## src/rtl/poly_arith_pkg.sv

```systemverilog
// rtl/poly_arith_pkg.sv - shared modulus and coefficient type for polynomial arithmetic
package poly_arith_pkg;
    parameter int unsigned Q = 3329;
    typedef logic [11:0] coeff_t;
endpackage

```

## src/rtl/mod_addsub_vec.sv

```systemverilog
// rtl/mod_addsub_vec.sv - LANES-wide modular add/sub, two-stage valid/ready pipeline
// Optional range-error flag enabled by macro MOD_ADDSUB_RANGE_CHECK_EN.
module mod_addsub_vec
    import poly_arith_pkg::*;
#(
    parameter int LANES = 4
) (
    input  logic                 clk,
    input  logic                 rst,
    input  coeff_t [LANES-1:0]   op1_i,
    input  coeff_t [LANES-1:0]   op2_i,
    input  logic                 sub_i,
    input  logic                 valid_i,
    output logic                 ready_o,
    output coeff_t [LANES-1:0]   result_o,
    output logic                 valid_o,
    input  logic                 ready_i,
    output logic                 err_o
);

    localparam logic [12:0] Q13 = 13'(Q);

    logic                   s1_valid_q;
    logic                   s1_sub_q;
    logic                   s1_err_q;
    logic [LANES-1:0][12:0] s1_raw_q;
    logic [LANES-1:0][12:0] s1_raw_d;
    logic                   s1_err_d;

    logic                   s2_valid_q;
    logic                   s2_err_q;
    coeff_t [LANES-1:0]     s2_res_q;
    coeff_t [LANES-1:0]     s2_res_d;

    logic                   s1_adv;
    logic                   s2_adv;

    // Stage 2 frees up when empty or draining; stage 1 may load when it can hand off.
    assign s2_adv  = !s2_valid_q || ready_i;
    assign s1_adv  = !s1_valid_q || s2_adv;
    assign ready_o = s1_adv;

    always_comb begin
        s1_raw_d = '0;
        for (int l = 0; l < LANES; l++) begin
            if (sub_i)
                s1_raw_d[l] = {1'b0, op1_i[l]} - {1'b0, op2_i[l]};
            else
                s1_raw_d[l] = {1'b0, op1_i[l]} + {1'b0, op2_i[l]};
        end
    end

`ifdef MOD_ADDSUB_RANGE_CHECK_EN
    localparam coeff_t Q12 = coeff_t'(Q);

    always_comb begin
        s1_err_d = 1'b0;
        for (int l = 0; l < LANES; l++) begin
            if (op1_i[l] >= Q12 || op2_i[l] >= Q12)
                s1_err_d = 1'b1;
        end
    end
`else
    assign s1_err_d = 1'b0;
`endif

    // Negative difference shows up as bit 12 set in the 13-bit two's complement raw value.
    always_comb begin
        s2_res_d = '0;
        for (int l = 0; l < LANES; l++) begin
            if (s1_sub_q)
                s2_res_d[l] = s1_raw_q[l][12] ? 12'(s1_raw_q[l] + Q13) : s1_raw_q[l][11:0];
            else
                s2_res_d[l] = (s1_raw_q[l] >= Q13) ? 12'(s1_raw_q[l] - Q13) : s1_raw_q[l][11:0];
        end
    end

    always_ff @(posedge clk) begin
        if (rst) begin
            s1_valid_q <= 1'b0;
            s2_valid_q <= 1'b0;
            s2_res_q   <= '0;
            s2_err_q   <= 1'b0;
        end else begin
            if (s1_adv) begin
                s1_valid_q <= valid_i;
                if (valid_i) begin
                    s1_raw_q <= s1_raw_d;
                    s1_sub_q <= sub_i;
                    s1_err_q <= s1_err_d;
                end
            end
            if (s2_adv) begin
                s2_valid_q <= s1_valid_q;
                if (s1_valid_q) begin
                    s2_res_q <= s2_res_d;
                    s2_err_q <= s1_err_q;
                end
            end
        end
    end

    assign result_o = s2_res_q;
    assign valid_o  = s2_valid_q;
    assign err_o    = s2_err_q;

endmodule

```

## config.mk

```make
export PLATFORM = sky130hd
export DESIGN_NAME = mod_addsub_vec
export DESIGN_NICKNAME = d
export VERILOG_FILES = /design/src/rtl/poly_arith_pkg.sv /design/src/rtl/mod_addsub_vec.sv
export SDC_FILE = /design/constraint.sdc
export NUM_CORES = 1
export LEC_CHECK = 0
export ABC_AREA = 1
export ABC_CLOCK_PERIOD_IN_PS = 6900
export BUFFER_PORTS_ARGS = -buffer_cell sky130_fd_sc_hd__buf_2
export CORE_UTILIZATION = 35
export DETAILED_ROUTE_END_ITERATION = 10
export PLACE_DENSITY = 0.6
export SLEW_MARGIN = 20
export SYNTH_ARGS = -nofsm -noshare
export SYNTH_HDL_FRONTEND = slang
export SYNTH_SLANG_ARGS = --single-unit
export TNS_END_PERCENT = 20
```

## constraint.sdc

```tcl
create_clock -name clk -period 6.9 [get_ports clk]
set_input_delay 1.725 -clock clk [delete_from_list [all_inputs] [get_ports clk]]
set_output_delay 1.725 -clock clk [all_outputs]
set_load 0.005 [all_outputs]
```

# --- Word-level counts from Yosys, hierarchy flattened ---
# Cells that the tools add are included.
op_classes:
  shifts: 0
  addsub: 16
  mux: 16
  div_mod_pow: 0
  magnitude_cmp: 4
  eq_ne: 0
  n_mul: 0
  bitwise: 1
  reduce_logical: 6
op_table:
  columns: ["op", "n"]
  rows:
  - ["12-bit 2-to-1 mux", 12]
  - ["12-bit by 12-bit adder with 13-bit output", 4]
  - ["13-bit by 12-bit greater-or-equal comparator with 1-bit output, second input constant", 4]
  - ["13-bit 2-to-1 mux", 4]
  - ["12-bit by 12-bit subtractor with 13-bit output", 4]
  - ["12-bit adder, second input constant", 4]
  - ["12-bit subtractor, second input constant", 4]
  - ["3-bit AND reduction", 1]
  - ["1-bit zero test", 2]
  - ["1-bit logical OR", 2]
  - ["2-bit AND reduction", 1]
  - ["1-bit NOT", 1]
word_totals:
  mem_bits_rw: 0
  reg_bits: 103
  n_memories: 0
  romBits: 0
  inputBits: 101
  output_inout_bits: 51
  latch_bits: 0
  elab_cells: 54

# --- Depth between registers and ports, before layout ---
# Gate-level depths: netlist (run 1).
logic_depth:
  word_depth: 4
  ltp_mapped: 15
  mapped_depth_nobuf: 15

# --- Worst setup path after synthesis (run 1) ---
# Ideal clock, no wire load.
synth_timing:
  kind: "input to register"
  startpoint: "input op2_i[1] in the netlist's numbering"
  endpoint: "register s1_raw_q[11] in the netlist's numbering (data pin)"
  required_time_ns: 6.641
  path_slack_ns: 3.034
  arrival_time_ns: 3.607
  stages: 15
  setup_ns: 0.259
  n_path_buf: 0
  cell_sequence: "inv_1 ha_1 inv_1 nor2_1 nand3_1 nor3_1 a21oi_1 xor2_1 inv_1 ha_1 nand2_1 inv_1 a221oi_1 nand3_1 xor2_1"
synth_lines:
  columns: ["item", "line", "text"]
  rows:
  - ["from (decl)", "mod_addsub_vec.sv:11", "input coeff_t [LANES-1:0] op2_i,"]
  - ["to (signal assigned)", "mod_addsub_vec.sv:88", "s1_raw_q <= s1_raw_d;"]
  - ["to (decl)", "mod_addsub_vec.sv:26", "logic [LANES-1:0][12:0] s1_raw_q;"]

==> qor.txt, run 1 <==
========================================================================================================
Clock root cell                                                                             sky130_fd_sc_hd__clkbuf_16
Number of clock sinks seen by CTS                                                                    103
Clock latency at the later pin of the worst-skew pair                                             360 ps
Post-Synthesis Cells                                                                                1339
Count of antenna-violating nets left after detailed routing                                            0
Data arrival time of the critical path                                                           4310 ps
Vias                                                                                                8584
Type of origin of the critical path                                                         primary input
Post-cts hold buffer count                                                                             0
Main combinational cell family by area after synthesis                                      simple AND/OR/NAND/NOR gates
Slowest cell on the critical path                                                           sky130_fd_sc_hd__buf_2
Total number of yosys warnings                                                                         0
Total negative slack for setup checks                                                               0 ps
Place WS                                                                                         2290 ps
Count of buffers inserted at the top-level ports                                                     150
RSZ-0062 raised after global routing                                                               false
Worst path required time                                                                         7010 ps
Total power per unit cell area                                                                188 nW/µm²
Hold Vio Cnt, Final                                                                                    0
Dpl cells                                                                                           1786
Endpoints failing setup                                                                                0
CTS tree                                                                                           built
Number of rows in the core area                                                                       58
Period Utilization, post-route                                                                     60.8%
Synth-to-layout area growth                                                                        14.2%
Complex-gate fraction of the synthesized area                                                      13.6%
Worst setup slack after layout                                                                   2700 ps
Total count of max-transition violations in the final report                                           0
Mapped cell area                                                                                9000 µm²
Most area-hungry cell type in the Yosys netlist                                             sky130_fd_sc_hd__edfxtp_1
Placeable core area                                                                            25200 µm²
Height of the chip                                                                                162 µm
Pin count of the biggest net entering global routing                                                  54
Register area share after synthesis                                                                28.8%
DRT iter0 DRCs                                                                                       541
Final worst hold slack                                                                            505 ps
Initial cell density of the core                                                                   35.7%
Achievable clock frequency                                                                     0.238 GHz
Horiz. Die Dim                                                                                    162 µm
Peak ir drop on the vdd network                                                                   137 µV
Relative slew margins                                                                              42.1%
I/O pins                                                                                             152
Vias per inst                                                                                       4.77
Xor and xnor area share after synthesis                                                            8.27%
Total non-filler cell area in the finished layout                                              10300 µm²
DRC viols                                                                                              0
Routed length per placed instance                                                                12.6 µm
Post-CTS clock slew at the launch and capture registers of the worst setup and hold paths          70 ps
Layout cells sized above 1                                                                         13.0%
All-layer global routing usage                                                                     17.3%
Count of nets after finishing                                                                       1636
Class of the most critical setup path                                                       primary input to flop
Critical path buffers and inverters                                                                    4
Sort of element at the end of the critical path                                                     flop
Placed Area                                                                                    10000 µm²
Net count after synthesis                                                                           1508
First-pass DRT Iterations                                                                              5
Synth unique cells                                                                                    41
H-tree depth reported by CTS                                                                           3
Count of fill cells added during filler insertion                                                   2671
Top cell type's share of synthesized area                                                          17.7%
Highest net fanout along the worst path                                                               35
Final worst path period need                                                                     4200 ps
CTS buffer count                                                                                       9
Mean Syn Cell Area                                                                              6.72 µm²
Initial antenna violation count                                                                        0
Cell family with most CP delay                                                              buffers and inverters
Series of cell instances along the critical path                                            buf_2, inv_1, o21ai_0, nand2_1, xor2_1, inv_1, ha_1, nand2_1, inv_1, a221oi_1, nand3_1, xor2_1
Vias in the first global route                                                                      7551
Detailed-placement wirelength estimate                                                          17900 µm
Run status                                                                                  complete, no violations
Max incr delay on CP                                                                              500 ps
Cell occurring most often along the worst timing path                                       sky130_fd_sc_hd__inv_1
# Post-CTS Setup Buffers                                                                               0
Static leakage power                                                                             5.09 nW
Skew final                                                                                       6.46 ps
Final weighted congestion in routability-driven placement                                          0.879
Non-Filler Instances                                                                                1800
Maxcap violations                                                                                      0
Cells taking the most area after synthesis                                                  sky130_fd_sc_hd__edfxtp_1 18%, sky130_fd_sc_hd__nand2_1 12%, sky130_fd_sc_hd__dfxtp_1 11%
Antenna cell count                                                                                     0
Slew at the pin closest to its max-slew limit                                                     868 ps
Post-cts resize count                                                                                  0
Overall routed net length                                                                       22600 µm
Synthesized-area fraction occupied by and/or/nand/nor cells                                        30.2%
Hold crit path type                                                                         flop to flop
Worst-case clock buffer depth                                                                          2
Synthesized-area fraction occupied by adder cells                                                  9.79%
Overflow after GRT                                                                                     0
Register bit count reported by yosys                                                                 103
First-pass GRT wire length                                                                      37000 µm
DIE AREA                                                                                       26400 µm²
Portion of netlist area occupied by mux cells                                                         0%
========================================================================================================
worst register-to-register path: stages (launching register included):
cell and delay (ps):
sky130_fd_sc_hd__edfxtp_1 360, sky130_fd_sc_hd__buf_4 250, sky130_fd_sc_hd__inv_2 570, sky130_fd_sc_hd__nand3_1 680, sky130_fd_sc_hd__nand3_1 240, sky130_fd_sc_hd__nand2_1 70
sky130_fd_sc_hd__nor2_1 200, sky130_fd_sc_hd__nor2_1 60
Yosys cell counts, drive strengths merged:
cell    instances
nand2         282
nor2          209
inv           176
nand3         114
a21oi         101
o21ai          88
ha             64
edfxtp         53
xor2           53
dfxtp          50
xnor2          32
nor3           23
buf            18
clkbuf         18
nand4          14
a21o           12
a221oi          7
o21bai          6
a31oi           4
fa              4
nand3b          3
o22ai           2
a22o            1
conb            1
nor4            1
o211ai          1
o31ai           1
o32ai           1
path summary, 6_finish.rpt:
kind                                           start                        end  slack (ps)  cells after the start
worst max register to register    s1_sub_q$_DFFE_PP_  result_o[38]$_SDFFE_PP0P_        4370                      7
worst min-delay path            valid_o$_SDFFE_PP0N_       valid_o$_SDFFE_PP0N_         500                      2
worst min register to register  valid_o$_SDFFE_PP0N_       valid_o$_SDFFE_PP0N_         500                      2
worst max-delay path                           sub_i     s1_raw_q[24]$_DFFE_PP_        2700                     12
flip-flops by register name (all words and copies together) (netlist names):
register	cells
result_o	48
s1_raw_q	52
s1_sub_q	1
s1_valid_q	1
valid_o	1
cell usage in the layout, fill, tap and decap left out, types with 9 or more instances in the layout:
cell and count:
sky130_fd_sc_hd__xor2_1 53, sky130_fd_sc_hd__dfxtp_1 50, sky130_fd_sc_hd__nand2_1 280, sky130_fd_sc_hd__nor3_1 22
sky130_fd_sc_hd__inv_1 164, sky130_fd_sc_hd__ha_1 64, sky130_fd_sc_hd__clkbuf_16 9, sky130_fd_sc_hd__xnor2_1 32
sky130_fd_sc_hd__nand4_1 13, sky130_fd_sc_hd__a21o_1 12, sky130_fd_sc_hd__edfxtp_1 53, sky130_fd_sc_hd__a21oi_1 99
sky130_fd_sc_hd__buf_2 150, sky130_fd_sc_hd__nand3_1 111, sky130_fd_sc_hd__inv_2 11, sky130_fd_sc_hd__nor2_1 202
sky130_fd_sc_hd__o21ai_0 82
per-stage QoR:
step | utilization (%) | total power, W
after global placement | 39.7 | 0.00144
after floorplan | - | 0.00127
after CTS | 40.8 | 0.00195
after detailed placement | 39.7 | 0.00145
final | 40.8 | 0.00194
after global routing | 40.8 | 0.00208
metal layers:
metal / vias to the layer above / share of wire (%) / global-route usage [%]
met1: 3735 / 55 / 27.3
met5: - / 0 / 0
met3: 18 / 4.7 / 2.34
met2: 203 / 39 / 23.9
met4: 0 / 1.2 / 4.29
li1: 4628 / - / -
final cells by class:
class,count,area [µm²],area share [%]
multi-input cells,1024,5560,54.2
repair buffers,153,773,7.53
inverters,176,662,6.44
flip-flops and latches,103,2590,25.2
clock inverters,2,33.8,0.329
clock buffers,12,236,2.30
well taps,330,413,4.02
where the power goes:
group	internal, W	switching [W]
clock network	0.000277	0.000219
logic	0.000257	0.000392
registers	0.000731	0.0000603
kinds of logic after synthesis:
group / Yosys count
simple gates: 646
compound gates: 224
buf+inv: 212
flops: 103
xor+xnor: 85
fa+ha+maj: 68
other cells: 1
Note: power is estimated with default switching activity, not from simulation.
==> run 2: changes to the inputs <==
Settings changed: ABC_CLOCK_PERIOD_IN_PS 6900 to 3800, PLACE_DENSITY 0.6 to 0.62.
Clock period 6.9 ns to 3.8 ns, I/O delays scaled along.
==> run 2 against run 1 <==
Global-route usage shrank 0.29 points; cell area up 0.75%; total power up 80%; clock skew increased by 1.8 ps; critical path type unchanged; sequential power increased by 82%.
==> qor.txt, run 2 (same netlist as run 1, synthesis figures left out) <==
========================================================================================================
Horiz. Die Dim                                                                                    162 µm
Count of fill cells added during filler insertion                                                   2612
Total count of max-transition violations in the final report                                           0
All-layer global routing usage                                                                     17.0%
Hold Vio Cnt, Final                                                                                    0
Maxcap violations                                                                                      0
Synth-to-layout area growth                                                                        15.0%
Total non-filler cell area in the finished layout                                              10400 µm²
Depth of the most critical reg-to-reg path                                                             9
Non-Filler Instances                                                                                1808
CP Launch Point                                                                                 op2_i[0]
Switching fraction of total power                                                                  34.6%
Overflow after GRT                                                                                     0
Stages on worst setup path                                                                            16
Final weighted congestion in routability-driven placement                                          0.892
Commonest cells after routing, fill and taps aside                                          280 x sky130_fd_sc_hd__nand2_1, 202 x sky130_fd_sc_hd__nor2_1, 165 x sky130_fd_sc_hd__inv_1, 150 x sky130_fd_sc_hd__buf_2, 111 x sky130_fd_sc_hd__nand3_1
First-pass DRT Iterations                                                                              5
Leading cell type in the layout, fill and taps excluded                                     sky130_fd_sc_hd__nand2_1
Max incr delay on CP                                                                              340 ps
Series of cell instances along the critical path                                            buf_2, inv_1, ha_1, inv_1, nor2_1, nand3_1, nor3_1, a21oi_1, xor2_1, inv_1, ha_1, nand2_1, inv_1, a221oi_1, nand3_1, xor2_1
RR Startpoint                                                                               s1_raw_q[39]$_DFFE_PP_
Endpoints failing setup                                                                                0
RSZ-0062 raised after global routing                                                               false
Crit path to                                                                                s1_raw_q[11]$_DFFE_PP_
Final worst hold slack                                                                            511 ps
Cell family with most CP delay                                                              simple AND/OR/NAND/NOR gates
Post-cts resize count                                                                                  0
Share of total power in sequential cells                                                           41.2%
Total power per unit cell area                                                                337 nW/µm²
Final worst path period need                                                                     3100 ps
Antenna cell count                                                                                     0
Proportion of power drawn by the clock network                                                     24.8%
Pin count of the biggest net entering global routing                                                  75
Hold crit path type                                                                         flop to flop
Type of origin of the critical path                                                         primary input
Data arrival time of the critical path                                                           3200 ps
Slew at the pin closest to its max-slew limit                                                     691 ps
Peak ir drop on the vdd network                                                                   230 µV
Initial antenna violation count                                                                        0
Initial cell density of the core                                                                   35.7%
Run status                                                                                  complete, no violations
Global routing usage on met2                                                                       24.0%
Count of antenna-violating nets left after detailed routing                                            0
Routed length per placed instance                                                                12.4 µm
Period Utilization, post-route                                                                     81.6%
Number of flip-flops in the largest register                                                          52
Number of clock sinks seen by CTS                                                                    103
CTS buffer count                                                                                       9
Count of buffers inserted at the top-level ports                                                     150
H-tree depth reported by CTS                                                                           3
Relative slew margins                                                                              53.8%
Worst-case clock buffer depth                                                                          2
Vias per inst                                                                                       4.76
Post-CTS clock slew at the launch and capture registers of the worst setup and hold paths          70 ps
Clock latency at the later pin of the worst-skew pair                                             360 ps
Net switching power figure                                                                     0.00121 W
Worst R2R Setup Slack                                                                            1580 ps
Layout cells sized above 1                                                                         13.6%
Number of rows in the core area                                                                       58
DIE AREA                                                                                       26400 µm²
Global routing usage on met3                                                                       2.11%
Vias                                                                                                8598
Detailed-placement wirelength estimate                                                          18100 µm
Placed Area                                                                                    10100 µm²
Largest reg by FF count                                                                         s1_raw_q
Cell internal pwr                                                                              0.00228 W
Worst path required time                                                                         3900 ps
Highest net fanout along the worst path                                                                5
Count of nets after finishing                                                                       1642
Post-cts hold buffer count                                                                             0
Total negative slack for setup checks                                                               0 ps
Combinational share of power                                                                       34.0%
Slowest cell on the critical path                                                           sky130_fd_sc_hd__ha_1
Cell occurring most often along the worst timing path                                       sky130_fd_sc_hd__inv_1
GR met1 Demand/Resource                                                                            26.5%
Dpl cells                                                                                           1792
DRC viols                                                                                              0
Critical path buffers and inverters                                                                    5
Global route hottest layer                                                                          met1
Class of the most critical setup path                                                       primary input to flop
Sort of element at the end of the critical path                                                     flop
# Post-CTS Setup Buffers                                                                               0
Achievable clock frequency                                                                     0.322 GHz
Clock root cell                                                                             sky130_fd_sc_hd__clkbuf_16
Overall routed net length                                                                       22400 µm
Reg-to-reg critical path endpoint                                                           result_o[38]$_SDFFE_PP0P_
Placeable core area                                                                            25200 µm²
Vias in the first global route                                                                      7526
I/O pins                                                                                             152
DRT iter0 DRCs                                                                                       517
Height of the chip                                                                                162 µm
First-pass GRT wire length                                                                      36500 µm
CTS tree                                                                                           built
Static leakage power                                                                             5.14 nW
Skew final                                                                                       8.29 ps
========================================================================================================
[run 2: area by class of cell]
class / instances / area [µm²] / area share [%]
Sequential cell: 103 / 2590 / 25.0
Clock inverter: 4 / 22.5 / 0.218
Clock buffer: 12 / 256 / 2.48
Tap cell: 330 / 413 / 3.99
Timing Repair Buffer: 159 / 843 / 8.15
Inverter: 176 / 661 / 6.38
Multi-Input combinational cell: 1024 / 5560 / 53.7
[run 2: metal layers]
metal | part of all wire [%] | routed length (µm)
met5 | 0 | 0
met4 | 1.1 | 236
met3 | 4.5 | 998
met2 | 40 | 8900
met1 | 55 | 12200
[run 2: stage by stage]
| stage | util [%] | power [W] | setup slack, ps |
|---|---|---|---|
| 6_report | 41.1 | 0.00349 | 699 |
| 2_1_floorplan | - | 0.00230 | 709 |
| 3_5_place_dp | 40.0 | 0.00265 | 344 |
| 3_3_place_gp | 40.0 | 0.00263 | 387 |
| 5_1_grt | 41.1 | 0.00375 | 341 |
| 4_1_cts | 41.1 | 0.00353 | 717 |
[run 2: worst min-delay path by stage]
| stage | start | end | slack (ps) | cells past startpoint |
|---|---|---|---|---|
| after floorplan | valid_o$_SDFFE_PP0N_ | valid_o$_SDFFE_PP0N_ | 490 | 2 |
| after global placement | valid_o$_SDFFE_PP0N_ | valid_o$_SDFFE_PP0N_ | 490 | 2 |
| after detailed placement | valid_o$_SDFFE_PP0N_ | valid_o$_SDFFE_PP0N_ | 490 | 2 |
| after CTS | valid_o$_SDFFE_PP0N_ | valid_o$_SDFFE_PP0N_ | 500 | 2 |
| after global routing | valid_o$_SDFFE_PP0N_ | valid_o$_SDFFE_PP0N_ | 550 | 2 |
| final | valid_o$_SDFFE_PP0N_ | valid_o$_SDFFE_PP0N_ | 510 | 2 |
[run 2: worst min-delay path, delay by kind of cell, from the launching register on]
kind | cells | cell delay (ps)
AOI/OAI and AO/OA | 1 | 60
DFF | 1 | 320
and+or+nand+nor | 1 | 80
[run 2: power by group through the flow]
stage	clock, W	sequential [W]	combinational, W
after floorplan	0	0.00142	0.000879
after global placement	0	0.00146	0.00117
after detailed placement	0	0.00146	0.00119
after CTS	0.000900	0.00143	0.00119
after global routing	0.000943	0.00145	0.00136
final	0.000866	0.00144	0.00119
==> run 3: changes to the inputs <==
Settings changed: ABC_AREA 1 to 0, ABC_CLOCK_PERIOD_IN_PS 3800 to 2900, PLACE_DENSITY 0.62 to 0.6.
Clock period 3.8 ns to 2.9 ns, I/O delays scaled along.
==> run 3 against run 2 <==
Worst hold slack worse by 53 ps; global-route usage up 2.0 points; sequential cell count unchanged; sequential power up 33%; synthesized cell count down 19%; via count up 6.3%; clock power up 37%; critical path type unchanged; critical endpoint is now s1_raw_q[25]$_DFFE_PP_; largest power group unchanged.
==> qor.txt, run 3 <==
========================================================================================================
Vias                                                                                                9141
Worst R2R Setup Slack                                                                             520 ps
Total count of max-transition violations in the final report                                           0
Number of enable flip-flop cells after synthesis                                                      53
Vias per inst                                                                                       5.42
Layout cells sized above 1                                                                         27.4%
Final worst path period need                                                                     2830 ps
Most instantiated flip-flop cell in the synthesis netlist                                   sky130_fd_sc_hd__edfxtp_1
All-layer global routing usage                                                                     19.0%
Count of nets after finishing                                                                       1519
Hold Vio Cnt, Final                                                                                    0
CTS buffer count                                                                                       9
Register bit count reported by yosys                                                                 103
Synth unique cells                                                                                    83
Post-CTS clock slew at the launch and capture registers of the worst setup and hold paths          80 ps
Synthesized-area fraction occupied by adder cells                                                  9.82%
Detailed-placement wirelength estimate                                                          19800 µm
Skew final                                                                                       8.00 ps
Relative slew margins                                                                              50.7%
Overflow after GRT                                                                                     0
DIE AREA                                                                                       26300 µm²
Routed length per placed instance                                                                14.9 µm
Count of buffers inserted at the top-level ports                                                     150
Post-layout utilization of the core                                                                45.7%
Post-Synthesis Cells                                                                                1087
Xor and xnor area share after synthesis                                                            8.69%
Pin count of the biggest net entering global routing                                                  43
Total power per unit cell area                                                                428 nW/µm²
RSZ-0062 raised after global routing                                                                true
Worst path required time                                                                         3010 ps
CTS tree                                                                                           built
Synth-to-layout area growth                                                                        28.4%
Antenna cell count                                                                                     0
Main combinational cell family by area after synthesis                                      simple AND/OR/NAND/NOR gates
DRT iter0 DRCs                                                                                       424
Mapped cell area                                                                                8970 µm²
Slew at the pin closest to its max-slew limit                                                     735 ps
Overall routed net length                                                                       25200 µm
Initial cell density of the core                                                                   35.6%
List of most frequent post-synthesis cells                                                  105 x sky130_fd_sc_hd__nor2_1, 78 x sky130_fd_sc_hd__xnor2_1, 64 x sky130_fd_sc_hd__ha_1
Clock latency at the later pin of the worst-skew pair                                             360 ps
Worst-case clock buffer depth                                                                          2
DRC viols                                                                                              0
H-tree depth reported by CTS                                                                           3
Vias in the first global route                                                                      8321
Data arrival time of the critical path                                                           2940 ps
Total number of yosys warnings                                                                         0
Mean Syn Cell Area                                                                              8.25 µm²
Portion of netlist area occupied by mux cells                                                      1.46%
Final worst hold slack                                                                            458 ps
I/O pins                                                                                             152
Height of the chip                                                                                162 µm
Synthesized-area fraction occupied by and/or/nand/nor cells                                        25.5%
Top cell type's share of synthesized area                                                          17.7%
Net count after synthesis                                                                           1256
Number of clock sinks seen by CTS                                                                    103
First-pass DRT Iterations                                                                              5
Final weighted congestion in routability-driven placement                                          0.890
Period Utilization, post-route                                                                     97.7%
Initial antenna violation count                                                                        0
Sort of element at the end of the critical path                                                     flop
Number of rows in the core area                                                                       58
Complex-gate fraction of the synthesized area                                                      20.3%
Top-count cell post-synth                                                                   sky130_fd_sc_hd__nor2_1
Placeable core area                                                                            25200 µm²
Commonest cells after routing, fill and taps aside                                          155 x sky130_fd_sc_hd__buf_4, 150 x sky130_fd_sc_hd__buf_2, 102 x sky130_fd_sc_hd__nor2_1, 78 x sky130_fd_sc_hd__xnor2_1
Horiz. Die Dim                                                                                    162 µm
Largest reg by FF count                                                                         s1_raw_q
Maxcap violations                                                                                      0
Cells taking the most area after synthesis                                                  sky130_fd_sc_hd__edfxtp_1 18%, sky130_fd_sc_hd__dfxtp_1 11%, sky130_fd_sc_hd__ha_1 8.9%
Achievable clock frequency                                                                     0.353 GHz
Class of the most critical setup path                                                       primary input to flop
Endpoints failing setup                                                                                0
Number of flip-flops in the largest register                                                          52
Run status                                                                                  complete, no violations
Hold crit path type                                                                         flop to flop
Count of antenna-violating nets left after detailed routing                                            0
Register area share after synthesis                                                                28.9%
Static leakage power                                                                             4.92 nW
Post-cts hold buffer count                                                                             0
Post-synthesis async set-or-reset flop share                                                          0%
First-pass GRT wire length                                                                      40800 µm
Clock root cell                                                                             sky130_fd_sc_hd__clkbuf_16
Highest net fanout along the worst path                                                                3
Peak ir drop on the vdd network                                                                   278 µV
Most area-hungry cell type in the Yosys netlist                                             sky130_fd_sc_hd__edfxtp_1
Leading cell type in the layout, fill and taps excluded                                     sky130_fd_sc_hd__buf_4
Type of origin of the critical path                                                         primary input
========================================================================================================
==> run 3: cell types whose count changed in the layout (fill, tap and decap cells not counted), sizes merged, moves of 44 or more <==
cell / delta
inv: -112
nand2: -226
buf: +147
a21oi: -44
o21ai: -57
xnor2: +46
nor2: -104
nand3: -62
==> run 3: cell families after synthesis <==
kind of cell             after synthesis
AO/OA/AOI/OAI                        257
XOR/XNOR                              89
AND/OR/NAND/NOR                      438
other                                  1
buffers and inverters                118
flip-flops                           103
multiplexers                          13
adder cells (fa/ha/maj)               68
==> run 3: worst paths after layout <==
check / startpoint / to / cells past startpoint
min reg2reg: result_o[2]$_SDFFE_PP0P_ / result_o[2]$_SDFFE_PP0P_ / 2
min: result_o[2]$_SDFFE_PP0P_ / result_o[2]$_SDFFE_PP0P_ / 2
max: op2_i[18] / s1_raw_q[25]$_DFFE_PP_ / 11
max reg2reg: s1_raw_q[14]$_DFFE_PP_ / result_o[23]$_SDFFE_PP0P_ / 7
==> run 3: power breakdown <==
part	internal (W)	switching, W
clock	0.000594	0.000593
sequential	0.00174	0.000183
combinational	0.000913	0.000912
==> run 3: timing repair <==
action / 4_1_cts / 5_1_grt
pin swaps: 0 / 1
buffers inserted: 0 / 0
endpoints found under the setup margin: 1 / 16
gates resized for setup: 1 / 16
gates cloned: 0 / 0
==> run 3: layer usage <==
metal	global-route usage, %	up-vias	share of wire (%)
li1	-	4629	-
met1	24.5	4251	47
met2	32.3	238	47
met3	4.01	23	5.3
met4	4.12	0	1.3
met5	0	-	0
==> run 3: metrics by stage <==
step	total power, W	instance area (µm²)	cells	TNS [ps]	setup WS [ps]
2_1_floorplan	0.00300	9000	1087	-1300	-159
3_3_place_gp	0.00372	11100	1669	-4650	-347
3_5_place_dp	0.00374	11100	1669	-5770	-444
4_1_cts	0.00495	11400	1685	0	2.65
5_1_grt	0.00525	11500	1685	-203	-86.0
6_report	0.00493	11500	1685	0	67.7
==> run 3: area by class of cell <==
type                       instances  area (µm²)
clock buffer                       9         225
fill                            2485       13700
timing repair buffer             306        1930
clock inverter                     7        57.6
sequential                       103        2590
tap                              330         413
inverter                          64         240
multi-input combinational        866        6060
==> run 3: critical path, stage by stage <==
cell and delay, ps:
sky130_fd_sc_hd__buf_2 100, sky130_fd_sc_hd__or4_4 570, sky130_fd_sc_hd__nor4_2 150, sky130_fd_sc_hd__nor2_1 70, sky130_fd_sc_hd__xnor2_1 130, sky130_fd_sc_hd__ha_1 180
sky130_fd_sc_hd__or3_1 360, sky130_fd_sc_hd__a2111oi_4 240, sky130_fd_sc_hd__o31ai_1 130, sky130_fd_sc_hd__a21oi_1 180, sky130_fd_sc_hd__xor2_1 90
